$ cat config.mk
export PLATFORM = sky130hd
export DESIGN_NAME = timer_irq_regfile_flat
export DESIGN_NICKNAME = d
export VERILOG_FILES = /design/src/rtl/timer_irq_regfile_pkg.sv /design/src/rtl/timer_irq_regfile_if.sv /design/src/rtl/timer_irq_regfile_channel.sv /design/src/rtl/timer_irq_regfile.sv /design/src/flat_wrapper.sv
export SDC_FILE = /design/constraint.sdc
export NUM_CORES = 1
export LEC_CHECK = 0
export CAP_MARGIN = 25
export CORE_MARGIN = 2
export CORE_UTILIZATION = 45
export CTS_BUF_LIST = sky130_fd_sc_hd__clkbuf_4 sky130_fd_sc_hd__clkbuf_8
export DETAILED_ROUTE_END_ITERATION = 8
export DONT_BUFFER_PORTS = 1
export PLACE_DENSITY = 0.73
export SYNTH_ARGS = -nofsm -noshare
export SYNTH_HDL_FRONTEND = slang
export SYNTH_SLANG_ARGS = --single-unit
$ cat constraint.sdc
create_clock -name sysClock -period 2.35 [get_ports sysClock]
set_input_delay 0.47 -clock sysClock [delete_from_list [all_inputs] [get_ports sysClock]]
set_output_delay 0.47 -clock sysClock [all_outputs]
set_load 0.005 [all_outputs]
$ cat src/rtl/timer_irq_regfile_pkg.sv
// timer_irq_regfile_pkg: register select encoding, flag bit positions and width helper
package timer_irq_regfile_pkg;

    // Low address bit picks the register within a timer
    typedef enum logic {SEL_TIMSK = 1'b0, SEL_TIFR = 1'b1} reg_sel_e;

    // Flag bit positions: TOV is bit 0 for every timer, OCF sits at bit 1 on timer0 and bit 4 on timer1
    typedef enum int {TOV_BIT = 0, OCF0_BIT = 1, OCF1_BIT = 4} flag_bit_e;

    // Ceiling log2, never below 1 so derived buses always have a legal width
    function automatic int clog2(input int n);
        int w;
        w = 1;
        while ((1 << w) < n) w++;
        return w;
    endfunction

endpackage

$ cat src/rtl/timer_irq_regfile_if.sv
// timer_irq_regfile_if: CPU register bus, timer flag pulses and interrupt request/acknowledge
//   master (CPU/timer side): drives reg_addr, reg_wr_en, reg_wr_data, flag_set, gie, irq_ack
//   slave  (register file) : drives reg_rd_data, irq_valid, irq_vector
interface timer_irq_regfile_if #(
    parameter int NUM_TIMERS = 2,
    parameter int FLAG_BITS  = 8
);
    import timer_irq_regfile_pkg::*;

    localparam int ADDR_W = clog2(2 * NUM_TIMERS);
    localparam int VEC_W  = clog2(NUM_TIMERS * FLAG_BITS);

    logic [ADDR_W-1:0]               reg_addr;
    logic                            reg_wr_en;
    logic [FLAG_BITS-1:0]            reg_wr_data;
    logic [FLAG_BITS-1:0]            reg_rd_data;
    logic [NUM_TIMERS*FLAG_BITS-1:0] flag_set;
    logic                            gie;
    logic                            irq_valid;
    logic [VEC_W-1:0]                irq_vector;
    logic                            irq_ack;

    modport master (
        output reg_addr, reg_wr_en, reg_wr_data, flag_set, gie, irq_ack,
        input  reg_rd_data, irq_valid, irq_vector
    );

    modport slave (
        input  reg_addr, reg_wr_en, reg_wr_data, flag_set, gie, irq_ack,
        output reg_rd_data, irq_valid, irq_vector
    );

endinterface

$ cat src/rtl/timer_irq_regfile_channel.sv
// timer_irq_channel: one timer's TIMSK/TIFR pair with hardware set, write-1-to-clear and ack clear
//   sysClock, system_reset : clock, synchronous active-high reset
//   i_mask_we, i_flag_we   : TIMSK load / TIFR write-1-to-clear strobes
//   i_wr_data              : CPU write data
//   i_flag_set, i_ack_clr  : per-bit hardware set pulses and acknowledge clear
//   o_mask, o_flag         : current register values for readback
//   o_pend                 : next-state flags qualified by next-state mask
module timer_irq_channel
    import timer_irq_regfile_pkg::*;
#(
    parameter int FLAG_BITS = 8
) (
    input  logic                 sysClock,
    input  logic                 system_reset,
    input  logic                 i_mask_we,
    input  logic                 i_flag_we,
    input  logic [FLAG_BITS-1:0] i_wr_data,
    input  logic [FLAG_BITS-1:0] i_flag_set,
    input  logic [FLAG_BITS-1:0] i_ack_clr,
    output logic [FLAG_BITS-1:0] o_mask,
    output logic [FLAG_BITS-1:0] o_flag,
    output logic [FLAG_BITS-1:0] o_pend
);
    logic [FLAG_BITS-1:0] r_mask, r_flag, w_nxt_mask, w_nxt_flag;

    assign w_nxt_mask = i_mask_we ? i_wr_data : r_mask;
    // A set pulse wins over any coincident clear of the same bit
    assign w_nxt_flag = i_flag_set | (r_flag & ~(i_flag_we ? i_wr_data : '0) & ~i_ack_clr);

    always_ff @(posedge sysClock) begin
        if (system_reset) begin
            r_mask <= '0;
            r_flag <= '0;
        end else begin
            r_mask <= w_nxt_mask;
            r_flag <= w_nxt_flag;
        end
    end

    assign o_mask = r_mask;
    assign o_flag = r_flag;
    assign o_pend = w_nxt_flag & w_nxt_mask;

endmodule

$ cat src/rtl/timer_irq_regfile.sv
// timer_irq_regfile: TIMSK/TIFR register file for NUM_TIMERS timers with one prioritised interrupt request
//   sysClock, system_reset : clock, synchronous active-high reset
//   bus (slave)            : register read/write, flag set pulses, gie, irq valid/vector/ack
module timer_irq_regfile
    import timer_irq_regfile_pkg::*;
#(
    parameter int NUM_TIMERS = 2,
    parameter int FLAG_BITS  = 8
) (
    input  logic              sysClock,
    input  logic              system_reset,
    timer_irq_regfile_if.slave bus
);
    localparam int ADDR_W = clog2(2 * NUM_TIMERS);
    localparam int VEC_W  = clog2(NUM_TIMERS * FLAG_BITS);
    localparam int NB     = NUM_TIMERS * FLAG_BITS;

    logic [ADDR_W-1:0]    w_tidx;
    reg_sel_e             w_sel;
    logic [FLAG_BITS-1:0] w_mask [NUM_TIMERS];
    logic [FLAG_BITS-1:0] w_flag [NUM_TIMERS];
    logic [NB-1:0]        w_pend, w_gated, w_ack;
    logic [VEC_W-1:0]     w_vec, r_irq_vector;
    logic                 r_irq_valid;
    logic [FLAG_BITS-1:0] w_rd_data;

    assign w_tidx = bus.reg_addr >> 1;
    assign w_sel  = reg_sel_e'(bus.reg_addr[0]);
    // Acknowledge only clears the flag currently presented, and only while a request is up
    assign w_ack  = (bus.irq_ack && r_irq_valid) ? (NB'(1) << r_irq_vector) : '0;

    for (genvar g = 0; g < NUM_TIMERS; g++) begin : g_ch
        logic w_hit;
        assign w_hit = bus.reg_wr_en && (w_tidx == ADDR_W'(g));
        timer_irq_channel #(.FLAG_BITS(FLAG_BITS)) u_ch (
            .sysClock     (sysClock),
            .system_reset (system_reset),
            .i_mask_we    (w_hit && (w_sel == SEL_TIMSK)),
            .i_flag_we    (w_hit && (w_sel == SEL_TIFR)),
            .i_wr_data    (bus.reg_wr_data),
            .i_flag_set   (bus.flag_set[g*FLAG_BITS +: FLAG_BITS]),
            .i_ack_clr    (w_ack[g*FLAG_BITS +: FLAG_BITS]),
            .o_mask       (w_mask[g]),
            .o_flag       (w_flag[g]),
            .o_pend       (w_pend[g*FLAG_BITS +: FLAG_BITS])
        );
    end

    // Unimplemented timer indices match no channel and read back as zero
    always_comb begin
        w_rd_data = '0;
        for (int t = 0; t < NUM_TIMERS; t++)
            if (w_tidx == ADDR_W'(t)) w_rd_data = (w_sel == SEL_TIFR) ? w_flag[t] : w_mask[t];
    end

    assign bus.reg_rd_data = w_rd_data;
    assign w_gated = w_pend & {NB{bus.gie}};

    // Descending scan leaves the lowest pending index; with nothing pending the vector holds
    always_comb begin
        w_vec = r_irq_vector;
        for (int i = NB - 1; i >= 0; i--)
            if (w_gated[i]) w_vec = VEC_W'(i);
    end

    always_ff @(posedge sysClock) begin
        if (system_reset) begin
            r_irq_valid  <= 1'b0;
            r_irq_vector <= '0;
        end else begin
            r_irq_valid  <= |w_gated;
            r_irq_vector <= w_vec;
        end
    end

    assign bus.irq_valid  = r_irq_valid;
    assign bus.irq_vector = r_irq_vector;

endmodule

$ cat src/flat_wrapper.sv
// flat-port wrapper written by rule: the top's interface ports become plain ports
module timer_irq_regfile_flat import timer_irq_regfile_pkg::*;
#(
    parameter int NUM_TIMERS = 2,
    parameter int FLAG_BITS  = 8
)
  (sysClock, system_reset, bus_reg_addr, bus_reg_wr_en, bus_reg_wr_data, bus_flag_set, bus_gie, bus_irq_ack, bus_reg_rd_data, bus_irq_valid, bus_irq_vector);
  timer_irq_regfile_if #(.NUM_TIMERS(NUM_TIMERS), .FLAG_BITS(FLAG_BITS)) bus_i ();
  input  logic sysClock;
  input  logic system_reset;
  input wire logic [$bits(bus_i.reg_addr)-1:0] bus_reg_addr;
  input wire logic [$bits(bus_i.reg_wr_en)-1:0] bus_reg_wr_en;
  input wire logic [$bits(bus_i.reg_wr_data)-1:0] bus_reg_wr_data;
  input wire logic [$bits(bus_i.flag_set)-1:0] bus_flag_set;
  input wire logic [$bits(bus_i.gie)-1:0] bus_gie;
  input wire logic [$bits(bus_i.irq_ack)-1:0] bus_irq_ack;
  output wire logic [$bits(bus_i.reg_rd_data)-1:0] bus_reg_rd_data;
  output wire logic [$bits(bus_i.irq_valid)-1:0] bus_irq_valid;
  output wire logic [$bits(bus_i.irq_vector)-1:0] bus_irq_vector;
  assign bus_i.reg_addr = bus_reg_addr;
  assign bus_i.reg_wr_en = bus_reg_wr_en;
  assign bus_i.reg_wr_data = bus_reg_wr_data;
  assign bus_i.flag_set = bus_flag_set;
  assign bus_i.gie = bus_gie;
  assign bus_i.irq_ack = bus_irq_ack;
  assign bus_reg_rd_data = bus_i.reg_rd_data;
  assign bus_irq_valid = bus_i.irq_valid;
  assign bus_irq_vector = bus_i.irq_vector;
  timer_irq_regfile #(.NUM_TIMERS(NUM_TIMERS), .FLAG_BITS(FLAG_BITS)) u_core (.sysClock(sysClock), .system_reset(system_reset), .bus(bus_i));
endmodule
Yosys cells after proc, flatten, opt, wreduce, memory -nomap -nowiden
Cells that the tools add are included.
- register bits after elaboration: 37
- logic and storage cells: 65
- input port bits: 31
- shifts and indexed selects: 1
- reductions and logical operators: 17
- bitwise operators: 14
- mux-type cells: 24
- operators by type and width (kind ; count):
    two-way mux 8 bit ; 8
    AND 8 bit ; 6
    two-way mux 4 bit ; 8
    NOT 8 bit ; 4
    AND 16 bit ; 1
    two-way mux 16 bit ; 1
    bitwise OR 8 bit ; 2
    OR reduction 16 bit ; 1
    left shift 1 x 4 -> 16 bit (first input constant) ; 1
    nonzero test 15 bit ; 1
    nonzero test 14 bit ; 1
    two-way mux 3 bit ; 4
    nonzero test 12 bit ; 1
    OR reduction 9 bit ; 1
    nonzero test 8 bit ; 1
    logical AND 1 bit ; 7
    OR reduction 5 bit ; 1
    two-way mux 2 bit ; 2
    OR reduction 3 bit ; 1
    zero test 2 bit ; 1
    OR reduction 2 bit ; 1
    two-way mux 1 bit ; 1
    NOT 1 bit ; 1

Longest topological paths before layout
Gate-level depths: netlist (run 1).
- depth after elaboration: 25
- mapped depth: 9
- gate-level depth less buffers: 7

Modules after synthesis
A second synthesis (run 1) with hierarchy kept.
- cell total of the unflattened synthesis: 236
- area total of the unflattened synthesis: 1939.4 um^2
- by module, submodules not included (module ; area each (um^2) ; times used ; sequential area each (um^2) ; cells each):
    timer_irq_channel ; 619.3 ; 2 ; 320.3 ; 76
    timer_irq_regfile ; 700.7 ; 1 ; 100.1 ; 84

Least setup slack after synthesis (run 1)
No wires, ideal clock.
- path kind: input-to-reg
- from: input port bus_reg_addr[1]
- to: register u_core.r_irq_vector[0], in the netlist u_core.bus.irq_vector[0]
- required time: 2.270 ns
- arrival: 2.265 ns
- setup slack: 0.005 ns
- cell stages on the path: 9
- path through: buf_4 -> nor3b_2 -> buf_6 -> mux2_4 -> o211a_1 -> or3_1 -> a211oi_2 -> o22ai_1 -> a211oi_2
- longest elaborated chain between the ends: 23
- elaborated cells between the ends (all ways): 38
- ends and longest elaborated chain (item ; RTL line ; RTL):
    start, declared ; flat_wrapper.sv:11 ; input wire logic [$bits(bus_i.reg_addr)-1:0] bus_reg_addr;
    logical AND 1 bit ; timer_irq_regfile.sv:34 ; assign w_hit = bus.reg_wr_en && (w_tidx == ADDR_W'(g));
    logical AND 1 bit ; timer_irq_regfile.sv:39 ; .i_flag_we (w_hit && (w_sel == SEL_TIFR)),
    two-way mux 8 bit ; timer_irq_regfile_channel.sv:28 ; assign w_nxt_flag = i_flag_set | (r_flag & ~(i_flag_we ? i_wr_data : '0) & ~i_ack_clr);
    NOT 8 bit ; timer_irq_regfile_channel.sv:28 ;
    AND 8 bit (2 in a row) ; timer_irq_regfile_channel.sv:28 ;
    bitwise OR 8 bit ; timer_irq_regfile_channel.sv:28 ;
    AND 8 bit ; timer_irq_regfile_channel.sv:42 ; assign o_pend = w_nxt_flag & w_nxt_mask;
    AND 16 bit * ; timer_irq_regfile.sv:57 ; assign w_gated = w_pend & {NB{bus.gie}};
    two-way mux 4 bit (7 in a row) ; timer_irq_regfile.sv:63 ; if (w_gated[i]) w_vec = VEC_W'(i);
    two-way mux 3 bit (4 in a row) ; timer_irq_regfile.sv:63 ;
    two-way mux 2 bit (2 in a row) ; timer_irq_regfile.sv:63 ;
    two-way mux 1 bit ; timer_irq_regfile.sv:63 ;
    end signal, assigned ; timer_irq_regfile.sv:72 ; r_irq_vector <= w_vec;
    end, declared ; timer_irq_regfile.sv:23 ; logic [VEC_W-1:0] w_vec, r_irq_vector;
Mark *: on every way between the ends. The rest lies on a longest branch, timed or not.
A chain may end at the register's enable or synchronous reset.

Worst setup path after layout (run 1)
- from: register u_core.r_irq_vector[2], in the netlist u_core.bus.irq_vector[2]
- to: register u_core.r_irq_vector[0], in the netlist u_core.bus.irq_vector[0]
- longest elaborated chain between the ends: 21
- elaborated cells between the ends (all ways): 27
- ends and longest elaborated chain (item ; RTL line ; RTL):
    left shift 1 x 4 -> 16 bit * ; timer_irq_regfile.sv:30 ; assign w_ack = (bus.irq_ack && r_irq_valid) ? (NB'(1) << r_irq_vector) : '0;
    two-way mux 16 bit * ; timer_irq_regfile.sv:30 ;
    NOT 8 bit ; timer_irq_regfile_channel.sv:28 ;
    AND 8 bit ; timer_irq_regfile_channel.sv:28 ;
    bitwise OR 8 bit ; timer_irq_regfile_channel.sv:28 ;
    AND 8 bit ; timer_irq_regfile_channel.sv:42 ;
    AND 16 bit * ; timer_irq_regfile.sv:57 ;
    two-way mux 4 bit (7 in a row) ; timer_irq_regfile.sv:63 ;
    two-way mux 3 bit (4 in a row) ; timer_irq_regfile.sv:63 ;
    two-way mux 2 bit (2 in a row) ; timer_irq_regfile.sv:63 ;
    two-way mux 1 bit ; timer_irq_regfile.sv:63 ;
Marks and branches as above.

==> results of run 1 <==
==> cells in the mapped netlist (all sizes together), types with 3 or more instances <==
cell type / number
mux4: 8
buf: 6
and4b: 3
clkbuf: 6
mux2i: 11
a221oi: 5
a21oi: 14
nand2: 3
a221o: 9
nor2b: 8
nor3: 5
inv: 25
dfxtp: 37
mux2: 5
nor2: 30
o211ai: 5
a211oi: 11
o211a: 3
==> power by group through the flow <==
| stage | logic (W) | clock network [W] | registers, W |
|---|---|---|---|
| finish | 0.000217 | 0.000466 | 0.000707 |
| floorplan | 0.000188 | 0 | 0.000707 |
| detailed placement | 0.000212 | 0 | 0.000719 |
| global placement | 0.000211 | 0 | 0.000717 |
| global route | 0.000240 | 0.000506 | 0.000712 |
| CTS | 0.000214 | 0.000477 | 0.000705 |
==> through the flow <==
stage | power, W | hold WS (ns)
2_1_floorplan | 0.000894 | 0.458
3_3_place_gp | 0.000928 | 0.477
3_5_place_dp | 0.000930 | 0.497
4_1_cts | 0.00140 | 0.231
5_1_grt | 0.00146 | 0.226
6_report | 0.00139 | 0.240
==> cell families after synthesis <==
| family | after synthesis |
|---|---|
| AO/OA/AOI/OAI | 54 |
| buffers and inverters | 37 |
| flip-flops | 37 |
| multiplexers | 24 |
| AND/OR/NAND/NOR | 66 |
==> worst max path at each step <==
| stage | from | cells past startpoint | to | slack, ns |
|---|---|---|---|---|
| final | u_core.bus.irq_vector[2] | 7 | u_core.bus.irq_vector[0] | 0.17 |
| after global routing | u_core.bus.irq_vector[1] | 7 | u_core.bus.irq_vector[1] | 0.02 |
| after CTS | u_core.bus.irq_vector[1] | 7 | u_core.bus.irq_vector[0] | 0.13 |
| after detailed placement | bus_reg_addr[0] | 7 | u_core.bus.irq_vector[0] | 0.01 |
| after global placement | bus_reg_addr[1] | 8 | u_core.bus.irq_vector[0] | 0.03 |
| after floorplan | bus_reg_addr[1] | 9 | u_core.bus.irq_vector[0] | 0.005 |
==> registers in the layout, indices dropped and copies added, names as in the netlist <==
register                 flops
u_core.bus.irq_vector        4
u_core.g_ch.u_ch.o_flag     16
u_core.bus.irq_valid         1
u_core.g_ch.u_ch.o_mask     16
==> cell type report <==
| cell class | count | area, µm² |
|---|---|---|
| fillers | 403 | 2170 |
| multi-input cells | 144 | 1170 |
| flip-flops and latches | 37 | 741 |
| inverters | 25 | 93.8 |
| clock buffers | 8 | 91.3 |
| well taps | 52 | 65.1 |
| repair buffers | 8 | 60.1 |
==> routing by layer <==
metal	routed length, µm	up-vias	track usage, %
li1	-	820	-
met1	2330	800	29.6
met2	2380	81	32.1
met3	466	10	6.47
met4	87	0	6.71
met5	0	-	0
==> impl_metrics.csv, run 1 <==
group,metric,value,unit
route,antenna_left,0,
worst_setup_path,r2r-start,"u_core.bus.irq_vector[2]",
power_and_ir_drop,p_comb_share,15.6,%
global_routing,grt_overflow,0,
worst_setup_path,crit_chain,"and4b_1 -> a221o_1 -> a211oi_1 -> a21oi_1 -> a211oi_2 -> o22ai_1 -> a211oi_2",
logic_synthesis,yosysTopAreaCell,"dfxtp_1",
worst_setup_path,arrival,2.40,ns
timing,slew_viol_final,0,
timing,rsz0062_at_grt,"no",
logic_synthesis,netlist.area_leader.share,36.0,%
logic_synthesis,synthMuxAreaShare,18.7,%
cells_and_area,syn2layout_area_growth,7.72,%
logic_synthesis,synth-simple-area-share,17.3,%
run_status,outcome,"completed",
route,drt_iter0_markers,136,
cts,post_cts_buffers,0,
worst_setup_path,critPathMaxFanout,6,
worst_setup_path,ff2ff_setup_slack,0.17,ns
worst_setup_path,crit_buf_inv,0,
power_and_ir_drop,p_seq_share,50.9,%
timing,slew_headroom,64.5,%
power_and_ir_drop,swShare,26.6,%
place,placed_cells,266,
cts,clock_latency,0.29,ns
cts,cts_tree,"done",
worst_setup_path,critical-path-top-delay-family,"compound AO/OA/AOI/OAI gates",
timing,finClkSkew,0.00636,ns
logic_synthesis,async_flop_share,0,%
route,finalWirelength,5.27,mm
place,io_buffers,0,
logic_synthesis,ys_types,40,
logic_synthesis,ys.flop_type,"dfxtp_1",
power_and_ir_drop,power_switching,0.000370,W
route,vias,1711,
worst_hold_path,hold_class,"in -> reg",
worst_setup_path,critical-path-max-stage-delay,0.43,ns
worst_setup_path,cp_data_required_time,2.57,ns
worst_setup_path,worstRegToRegCells,7,
worst_setup_path,slowest_stage,"a211oi_1",
cts,cts_max_level,2,
cells_and_area,drive_above_1_share,13.1,%
place,hpwl,3.85,mm
global_routing,grt_pass1_vias,1585,
floorplanning,ios,44,
logic_synthesis,seq_area_frac_synth,36.0,%
route,viasPerCell,6.24,
timing,setup_tns,0,ns
cells_and_area,layout_commonest_cell,"dfxtp_1",
power_and_ir_drop,power.share.clock,33.5,%
worst_hold_path,min_path_cells,1,
global_routing,grt_max_degree,36,
route,dr.pass1.iters,4,
logic_synthesis,synth_edf_count,0,
cts,post_cts_resized,0,
logic_synthesis,synth_top_family_by_area,"compound AO/OA/AOI/OAI gates",
logic_synthesis,synth_xor_xnor_area_share,0,%
cells_and_area,layout_common_cells,"dfxtp_1, nor2_1, inv_1",
timing,hold_violations,0,
route,wl_per_cell,19.2,µm
cells_and_area,nets,252,
place,dpl_cell_area,2120,µm²
timing,finalCritPeriodShare,92.9,%
place,place_ws,0.0131,ns
timing,worst_slack,0.168,ns
floorplanning,core_area,4380,µm²
global_routing,grt_use_total,21.3,%
timing,fin_crit,2.18,ns
floorplanning,initial_utilization,46.9,%
timing,worstMarginPinSlew,0.529,ns
cts,cts_sinks,37,
cts,cts_buffer_depth,2,
logic_synthesis,synth_adder_area_share,0,%
power_and_ir_drop,p_per_area,627,nW/µm²
floorplanning,die-area,5130,µm²
cells_and_area,post-route-util,50.6,%
cts,cts_root_buffer,"clkbuf_8",
logic_synthesis,synth.avg_cell_area,9.44,µm²
logic_synthesis,synth_nets,249,
logic_synthesis,synth_compound_area_share,20.2,%
cts,numCtsBuffers,5,
logic_synthesis,yosys_warnings,0,
logic_synthesis,synth_area,2060,µm²
worst_hold_path,hold_start,"system_reset",
cells_and_area,stdcell_count,274,
logic_synthesis,synth_seq_cells,37,
worst_hold_path,min_to,"u_core.g_ch[1].u_ch.o_flag[6]",
worst_setup_path,worst_path_most_repeated_cell,"a211oi_2",
power_and_ir_drop,peakVddDrop,365,µV
place,gp_congestion,0.977,
worst_setup_path,path_class,"reg -> reg",
floorplanning,rows,24,
floorplanning,die_h,71.6,µm
worst_setup_path,end_kind,"flop",
global_routing,antenna_found_initial,0,
logic_synthesis,syn_inst,218,
global_routing,grt_pass1_wl,8.28,mm
power_and_ir_drop,p_leak,0.982,nW
route,drc,0,
timing,setup_viol,0,
logic_synthesis,synthTopCellsByArea,"dfxtp_1, mux4_1, nor2_1, mux2i_1, inv_1",
floorplanning,die_width,71.6,µm
job,maxCapViolCount,0,
worst_setup_path,start_kind,"flop",
timing,max_freq,458,MHz
cts,clk_pin_slew,0.07,ns
power_and_ir_drop,intPower,0.00102,W
cells_and_area,n_antenna_cell,0,
worst_setup_path,reg2reg_to,"u_core.bus.irq_vector[0]",
cts,hold_buffers,0,
cells_and_area,fin_area,2220,µm²
(Power assumes the default switching activity.)
==> run 2, diff against run 1 <==
- CORE_ASPECT_RATIO: unset -> 1.1
==> run 2 against run 1 <==
  * Die area is essentially flat
  * Clock-buffer cell count decreased by 2
  * Clock power down 5.8%
  * Combinational power is 2% higher
  * Total power down 1.8%
  * Maximum frequency shrank 2.6%
  * Largest power group unchanged
==> impl_metrics.csv, run 2 (synthesized netlist as in run 1, its figures left out) <==
group,metric,value,unit
power_and_ir_drop,power.share.clock,32.1,%
global_routing,grt_pass1_wl,7.93,mm
route,drt_iter0_markers,115,
cts,cts_root_buffer,"clkbuf_8",
cts,cts_tree,"done",
cells_and_area,drive_above_1_share,13.8,%
timing,setup_viol,0,
floorplanning,ios,44,
floorplanning,die_width,68.5,µm
timing,setup_tns,0,ns
cts,clk_pin_slew,0.07,ns
power_and_ir_drop,intPower,0.000993,W
cells_and_area,fill_cells,383,
cts,cts_max_level,2,
power_and_ir_drop,p_seq_share,51.6,%
floorplanning,initial_utilization,47.3,%
timing,slew_headroom,64.9,%
cts,post_cts_buffers,0,
power_and_ir_drop,peakVddDrop,274,µV
worst_setup_path,start_kind,"flop",
worst_setup_path,cp_data_required_time,2.57,ns
timing,max_freq,446,MHz
worst_setup_path,crit_buf_inv,0,
cells_and_area,fin_area,2240,µm²
worst_setup_path,critical-path-top-delay-family,"compound AO/OA/AOI/OAI gates",
floorplanning,rows,25,
worst_setup_path,crit_chain,"nor2b_1 -> a221oi_1 -> o211a_1 -> or3_1 -> a211oi_2 -> o22ai_1 -> a211oi_2",
worst_setup_path,slowest_stage,"dfxtp_1",
worst_setup_path,end_kind,"flop",
worst_setup_path,critical-path-max-stage-delay,0.45,ns
cells_and_area,n_antenna_cell,0,
timing,worst_slack,0.109,ns
power_and_ir_drop,swShare,27.2,%
route,viasPerCell,6.30,
floorplanning,core_area,4350,µm²
global_routing,grt_overflow,0,
cells_and_area,layout_commonest_cell,"dfxtp_1",
global_routing,grt_pass1_vias,1606,
cells_and_area,syn2layout_area_growth,8.63,%
power_and_ir_drop,p_leak,0.992,nW
route,finalWirelength,5.23,mm
timing,slew_viol_final,0,
cts,numCtsBuffers,5,
timing,hold_violations,0,
place,place_ws,-0.00836,ns
cts,cts_buffer_depth,2,
cts,clock_latency,0.30,ns
timing,finalCritPeriodShare,95.4,%
route,drc,0,
cts,hold_buffers,0,
timing,rsz0062_at_grt,"no",
worst_setup_path,path_class,"reg -> reg",
global_routing,grt_max_degree,36,
cts,cts_sinks,37,
power_and_ir_drop,power_switching,0.000371,W
timing,fin_crit,2.24,ns
place,gp_congestion,0.838,
run_status,outcome,"completed",
route,antenna_left,0,
worst_setup_path,critPathMaxFanout,6,
power_and_ir_drop,p_comb_share,16.3,%
cells_and_area,regArea,741,µm²
floorplanning,die_h,74.9,µm
global_routing,grt_use_total,21.4,%
timing,worstMarginPinSlew,0.523,ns
place,hpwl,3.90,mm
route,vias,1752,
floorplanning,die-area,5130,µm²
cells_and_area,nets,254,
place,dpl_cell_area,2130,µm²
worst_hold_path,hold_class,"in -> reg",
route,dr.pass1.iters,4,
power_and_ir_drop,p_per_area,610,nW/µm²
route,wl_per_cell,18.8,µm
place,io_buffers,0,
timing,hold_slack,0.242,ns
timing,finClkSkew,0.00909,ns
worst_setup_path,worst_path_most_repeated_cell,"a211oi_2",
worst_setup_path,arrival,2.46,ns
cells_and_area,layout_common_cells,"dfxtp_1, nor2_1, inv_1",
global_routing,antenna_found_initial,0,
cts,post_cts_resized,0,
cells_and_area,multi_input_area,1170,µm²
job,maxCapViolCount,0,
==> run 2: cell types whose count changed in the layout (fill, tap and decap cells not counted), sizes merged <==
cell,previous run,this run
clkinv,0,2
clkbuf,8,6
buf,8,10
==> run 2: final timing paths <==
path	startpoint	end	slack, ns	cells after the start
hold / removal	system_reset	u_core.g_ch[1].u_ch.o_mask[4]	0.24	1
hold reg to reg	u_core.g_ch[0].u_ch.o_flag[0]	u_core.g_ch[0].u_ch.o_flag[0]	0.51	2
setup / recovery	u_core.bus.irq_vector[1]	u_core.bus.irq_vector[0]	0.11	7
setup reg to reg	u_core.bus.irq_vector[1]	u_core.bus.irq_vector[0]	0.11	7
==> run 2: area by class of cell <==
class / count / area share, %
clock buffer: 6 / 3.41
tap: 54 / 3.02
inverter: 25 / 4.20
sequential: 37 / 33.1
multi-input combinational: 144 / 52.4
timing repair buffer: 10 / 3.36
clock inverter: 2 / 0.448
==> run 2: metal layers <==
layer	up-vias	share of wire (%)	global-route usage, %
met1	840	41	26.6
met5	-	0	0
li1	821	-	-
met4	0	1.7	8.89
met3	10	8.4	4.93
met2	81	49	35.5
==> run 2: power groups by stage <==
| stage | Sequential (W) | Clock (W) | Combinational [W] |
|---|---|---|---|
| after global routing | 0.000709 | 0.000470 | 0.000241 |
| after detailed placement | 0.000717 | 0 | 0.000216 |
| after floorplan | 0.000707 | 0 | 0.000188 |
| after global placement | 0.000717 | 0 | 0.000215 |
| final | 0.000704 | 0.000439 | 0.000222 |
| after CTS | 0.000703 | 0.000449 | 0.000218 |
==> run 2: metrics by stage <==
| stage | util, % | instances | power (W) |
|---|---|---|---|
| 3_5_place_dp | 49.1 | 270 | 0.000933 |
| 2_1_floorplan | - | 218 | 0.000894 |
| 3_3_place_gp | 49.1 | 270 | 0.000932 |
| 4_1_cts | 51.1 | 278 | 0.00137 |
| 5_1_grt | 51.4 | 278 | 0.00142 |
| 6_report | 51.4 | 278 | 0.00136 |
==> edit 1 (config.mk and constraints of run 2) <==
`NUM_TIMERS` is set to 2 in 3 places; all go to 4.
--- a/src/rtl/timer_irq_regfile_if.sv
+++ b/src/rtl/timer_irq_regfile_if.sv
@@ -2,7 +2,7 @@
 //   master (CPU/timer side): drives reg_addr, reg_wr_en, reg_wr_data, flag_set, gie, irq_ack
 //   slave  (register file) : drives reg_rd_data, irq_valid, irq_vector
 interface timer_irq_regfile_if #(
-    parameter int NUM_TIMERS = 2,
+    parameter int NUM_TIMERS = 4,
     parameter int FLAG_BITS  = 8
 );
     import timer_irq_regfile_pkg::*;
--- a/src/rtl/timer_irq_regfile.sv
+++ b/src/rtl/timer_irq_regfile.sv
@@ -4,7 +4,7 @@
 module timer_irq_regfile
     import timer_irq_regfile_pkg::*;
 #(
-    parameter int NUM_TIMERS = 2,
+    parameter int NUM_TIMERS = 4,
     parameter int FLAG_BITS  = 8
 ) (
     input  logic              sysClock,
--- a/src/flat_wrapper.sv
+++ b/src/flat_wrapper.sv
@@ -1,7 +1,7 @@
 // flat-port wrapper written by rule: the top's interface ports become plain ports
 module timer_irq_regfile_flat import timer_irq_regfile_pkg::*;
 #(
-    parameter int NUM_TIMERS = 2,
+    parameter int NUM_TIMERS = 4,
     parameter int FLAG_BITS  = 8
 )
   (sysClock, system_reset, bus_reg_addr, bus_reg_wr_en, bus_reg_wr_data, bus_flag_set, bus_gie, bus_irq_ack, bus_reg_rd_data, bus_irq_valid, bus_irq_vector);
Interface: changed (resized bus_flag_set, bus_irq_vector and bus_reg_addr); port bits go from 44 to 62. The function was not compared with the original's and may differ.
==> edit 1 against run 2 <==
Combinational power grew to 2.6 times the old value. Area after synthesis grew 110%. Sequential share of layout area shrank 6.3 points. Sequential cell count grew 33. Total power grew 120%. Setup slack lost 0.036 ns. Routed wire length grew to 2.6 times the old value. Final area grew 140%. Critical path depth grew 2. Non-clock buffer count grew 62. Largest cell class unchanged.
==> edit 1: results (changes against run 2) <==
- Metal3 WL: 1040 microns (was 439 microns)
- Initial DRC Count: 313 (was 115)
- H-Tree Depth: 3 (was 2)
- Post-synthesis compound-gate area fraction: 18.3% (was 20.2%)
- Top post-synthesis cells by count: dfxtp_1, nor2_1, inv_1, nor2b_1, a221oi_1 (was dfxtp_1, nor2_1, inv_1, a21oi_1, mux2i_1)
- Leak: 2.31 nW (was 0.992 nW)
- Clock-cell share of area: 3.71% (was 3.86%)
- Layout cells sized above 1: 37.0% (was 13.8%)
- Post-synthesis cell count: 439 (was 218)
- Final WL: 13700 microns (was 5230 microns)
- Vias in the first global route: 3739 (was 1606)
- GRT Resource Usage Total: 26.2% (was 21.4%)
- Multi-In Gates: 307 (was 144)
- CTS sink cnt: 70 (was 37)
- Status: finished, final reports clean (unchanged)
- Clock Skews: 0.0161 ns (was 0.00909 ns)
- Critical path arrival: 2.57 ns (was 2.46 ns)
- Fillers: 830 (was 383)
- Peak supply drop: 0.000343 V (was 0.000274 V)
- Hold Path Sink: u_core.bus.irq_valid$_SDFF_PP0_ (was u_core.g_ch[1].u_ch.o_mask[4]$_SDFF_PP0_)
- Met2 routed WL: 6470 microns (was 2560 microns)
- Non-Filler Instances: 614 (was 278)
- Top post-synthesis cells by area: dfxtp_1, nor2_1, mux4_2 (was dfxtp_1, mux4_1, nor2_1)
- Post-placement setup slack: -0.0621 ns (was -0.00836 ns)
- Multi-input combinational area share: 52.9% (was 52.4%)
- FF-to-FF setup slack: 0.07 ns (was 0.11 ns)
- Post-route cell area: 5290 sq um (was 2240 sq um)
- Net Count, Synth: 487 (was 249)
- Critical path's top delay family: simple AND/OR/NAND/NOR gates (was compound AO/OA/AOI/OAI gates)
- Layout clock buffer count: 13 (was 6)
- Worst hold slack: 0.158 ns (was 0.242 ns)
- Delay of the slowest critical-path stage: 0.47 ns (was 0.45 ns)
- Slew @ Worst Pin: 0.454 ns (was 0.523 ns)
- Sequential share of the synthesized area: 32.3% (was 36.0%)
- Metal-1 WL: 5760 microns (was 2150 microns)
- Detailed Place HPWL: 9770 microns (was 3900 microns)
[edit 1: timing repair]
action,4_1_cts,5_1_grt
pin swaps,0,19
buffers inserted,0,11
setup endpoints to repair,3,6
cloned,0,0
resized for setup,3,30
[edit 1: cell families (layout without fill, tap and decap cells)]
family | after synthesis | in the layout
multiplexers | 57 | 57
AND/OR/NAND/NOR | 159 | 159
flip-flops | 70 | 70
AO/OA/AOI/OAI | 91 | 91
buffers and inverters | 62 | 120
[edit 1: worst max-delay path by stage]
| stage | cells past startpoint | startpoint | endpoint | slack (ns) |
|---|---|---|---|---|
| 2_1_floorplan | 10 | bus_reg_addr[0] | u_core.bus.irq_vector[1]$_SDFFE_PP0P_ | 0.005 |
| 3_3_place_gp | 8 | u_core.bus.irq_vector[1]$_SDFFE_PP0P_ | u_core.bus.irq_vector[1]$_SDFFE_PP0P_ | -0.07 |
| 3_5_place_dp | 8 | u_core.bus.irq_vector[1]$_SDFFE_PP0P_ | u_core.bus.irq_vector[0]$_SDFFE_PP0P_ | -0.06 |
| 4_1_cts | 8 | u_core.bus.irq_vector[0]$_SDFFE_PP0P_ | u_core.bus.irq_vector[0]$_SDFFE_PP0P_ | 0.006 |
| 5_1_grt | 9 | u_core.bus.irq_vector[1]$_SDFFE_PP0P_ | u_core.bus.irq_vector[0]$_SDFFE_PP0P_ | -0.05 |
| 6_report | 9 | u_core.bus.irq_vector[0]$_SDFFE_PP0P_ | u_core.bus.irq_vector[0]$_SDFFE_PP0P_ | 0.07 |
[edit 1: report_power, final]
group          internal [mW]  switching (mW)  leakage (nW)
logic                  0.328           0.256          1.62
clock network          0.561           0.458         0.102
registers               1.26          0.0816         0.580
==> edit 2 (settings of run 2) <==
Made on the original files. Make the reset (`system_reset`) asynchronous in 2 clocked blocks. Comments in the files are not updated.
--- a/src/rtl/timer_irq_regfile_channel.sv
+++ b/src/rtl/timer_irq_regfile_channel.sv
@@ -27,7 +27,7 @@
     // A set pulse wins over any coincident clear of the same bit
     assign w_nxt_flag = i_flag_set | (r_flag & ~(i_flag_we ? i_wr_data : '0) & ~i_ack_clr);
 
-    always_ff @(posedge sysClock) begin
+    always_ff @(posedge sysClock or posedge system_reset) begin
         if (system_reset) begin
             r_mask <= '0;
             r_flag <= '0;
--- a/src/rtl/timer_irq_regfile.sv
+++ b/src/rtl/timer_irq_regfile.sv
@@ -63,7 +63,7 @@
             if (w_gated[i]) w_vec = VEC_W'(i);
     end
 
-    always_ff @(posedge sysClock) begin
+    always_ff @(posedge sysClock or posedge system_reset) begin
         if (system_reset) begin
             r_irq_valid  <= 1'b0;
             r_irq_vector <= '0;
Function: differs if system_reset is asserted again (counterexample within 4 cycles, from zero or initial values and one cycle with system_reset high); with system_reset held inactive, the same outputs for 10 cycles.
==> edit 2 against run 2 <==
Final area is 8.6% higher. Routed wire length is 8.2% higher. Sequential cell count stayed put. Highest routed layer unchanged. Fmax is 0.58% lower. Cell count is 6.8% lower. Non-clock buffer count is 1 lower. Area after synthesis is 9.5% higher. Setup slack worse by 0.013 ns.
Power is not compared: it rests on default switching activity, and its combinational part moved more than twofold at a synthesized area within 25%.
==> edit 2: results (changes against run 2) <==
- Fin nets: 231 (was 254)
- Global-route wire length before repair: 8940 microns (was 7930 microns)
- Status: finished, final reports clean (unchanged)
- Worst hold slack: 0.164 ns (was 0.242 ns)
- Vias in the first global route: 1699 (was 1606)
- Critical path arrival: 2.43 ns (was 2.46 ns)
- Top post-synthesis cells by area: dfrtp_1, mux4_2, o211a_1 (was dfxtp_1, mux4_1, nor2_1)
- Clock Skews: 0.00619 ns (was 0.00909 ns)
- Net Count, Synth: 224 (was 249)
- Largest net degree at the start of global routing: 38 (was 36)
- Metal3 WL: 456 microns (was 439 microns)
- Main synth FF type: dfrtp_1 (was dfxtp_1)
- YS warnings: 0 (unchanged)
- Sequential share of the synthesized area: 41.1% (was 36.0%)
- Layout cells sized above 1: 31.8% (was 13.8%)
- Finished Core Util: 49.2% (was 51.4%)
- Synth async-reset ratio: 100% (was 0%)
- Crit path to: u_core.bus.irq_vector[0]$_DFFE_PP0P_ (was u_core.bus.irq_vector[0]$_SDFFE_PP0P_)
- Slew @ Worst Pin: 0.483 ns (was 0.523 ns)
- Final WL: 5660 microns (was 5230 microns)
- GPL Wtd Cong: 0.831 (was 0.838)
- HP Class: in -> async (was in -> reg)
- Vias per inst: 6.38 (was 6.30)
- Top post-synthesis cells by count: dfrtp_1, inv_1, o211a_1, or2_2 (was dfxtp_1, nor2_1, inv_1, a21oi_1, mux2i_1)
- Fillers: 457 (was 383)
- Detailed Place HPWL: 4180 microns (was 3900 microns)
- Yosys cell types: 48 (was 40)
- Initial DRC Count: 149 (was 115)
- Worst Setup SP: u_core.bus.irq_vector[1]$_DFFE_PP0P_ (was u_core.bus.irq_vector[1]$_SDFFE_PP0P_)
- Placed Instance Area: 2340 sq um (was 2130 sq um)
## edit 2: per-stage QoR
stage | worst slack (ns) | cells | power (mW) | TNS [ns]
global placement | 0.0693 | 251 | 1.42 | 0
global route | -0.0619 | 259 | 1.97 | -0.0619
CTS | 0.0491 | 259 | 1.87 | 0
floorplan | 0.00126 | 193 | 1.30 | 0
finish | 0.0960 | 259 | 1.88 | 0
detailed placement | 0.0628 | 251 | 1.43 | 0
## edit 2: worst max-delay path, cell delays in order (launching register included)
cell       delay [ns]
dfrtp_1          0.43
nand4b_1         0.33
o221ai_1         0.35
a211oi_2         0.17
a2111oi_4        0.41
nand4_2          0.19
nor3_2           0.19
a211oi_1         0.07
## edit 2: what timing repair did
item,CTS,global route
gates resized for setup,0,2
endpoints found under the setup margin,0,2
setup buffers,0,0
## edit 2: logic make-up after synthesis
family	synth area share (%)
muxes	16.1
buffers and inverters	5.83
and+or+nand+nor	18.6
AOI/OAI and AO/OA	18.3
DFF	41.1
## edit 2: metal layers
metal / GRT usage [%] / up-vias
li1: - / 747
met1: 25.2 / 815
met2: 36.6 / 71
met3: 6.16 / 19
met4: 9.25 / 0
met5: 0 / -
## edit 2: where the power goes
part           total, mW  internal, mW  leakage, nW  switching, mW
clock network      0.456         0.217       0.0484          0.239
logic              0.583         0.295        0.643          0.287
registers          0.840         0.742        0.395         0.0975
## edit 2: final cells by class
type | instances | share of cell area, %
multi-input combinational | 129 | 49.7
sequential | 37 | 38.2
clock buffer | 6 | 3.14
inverter | 18 | 2.78
clock inverter | 2 | 0.412
timing repair buffer | 9 | 2.78
tap | 58 | 2.99
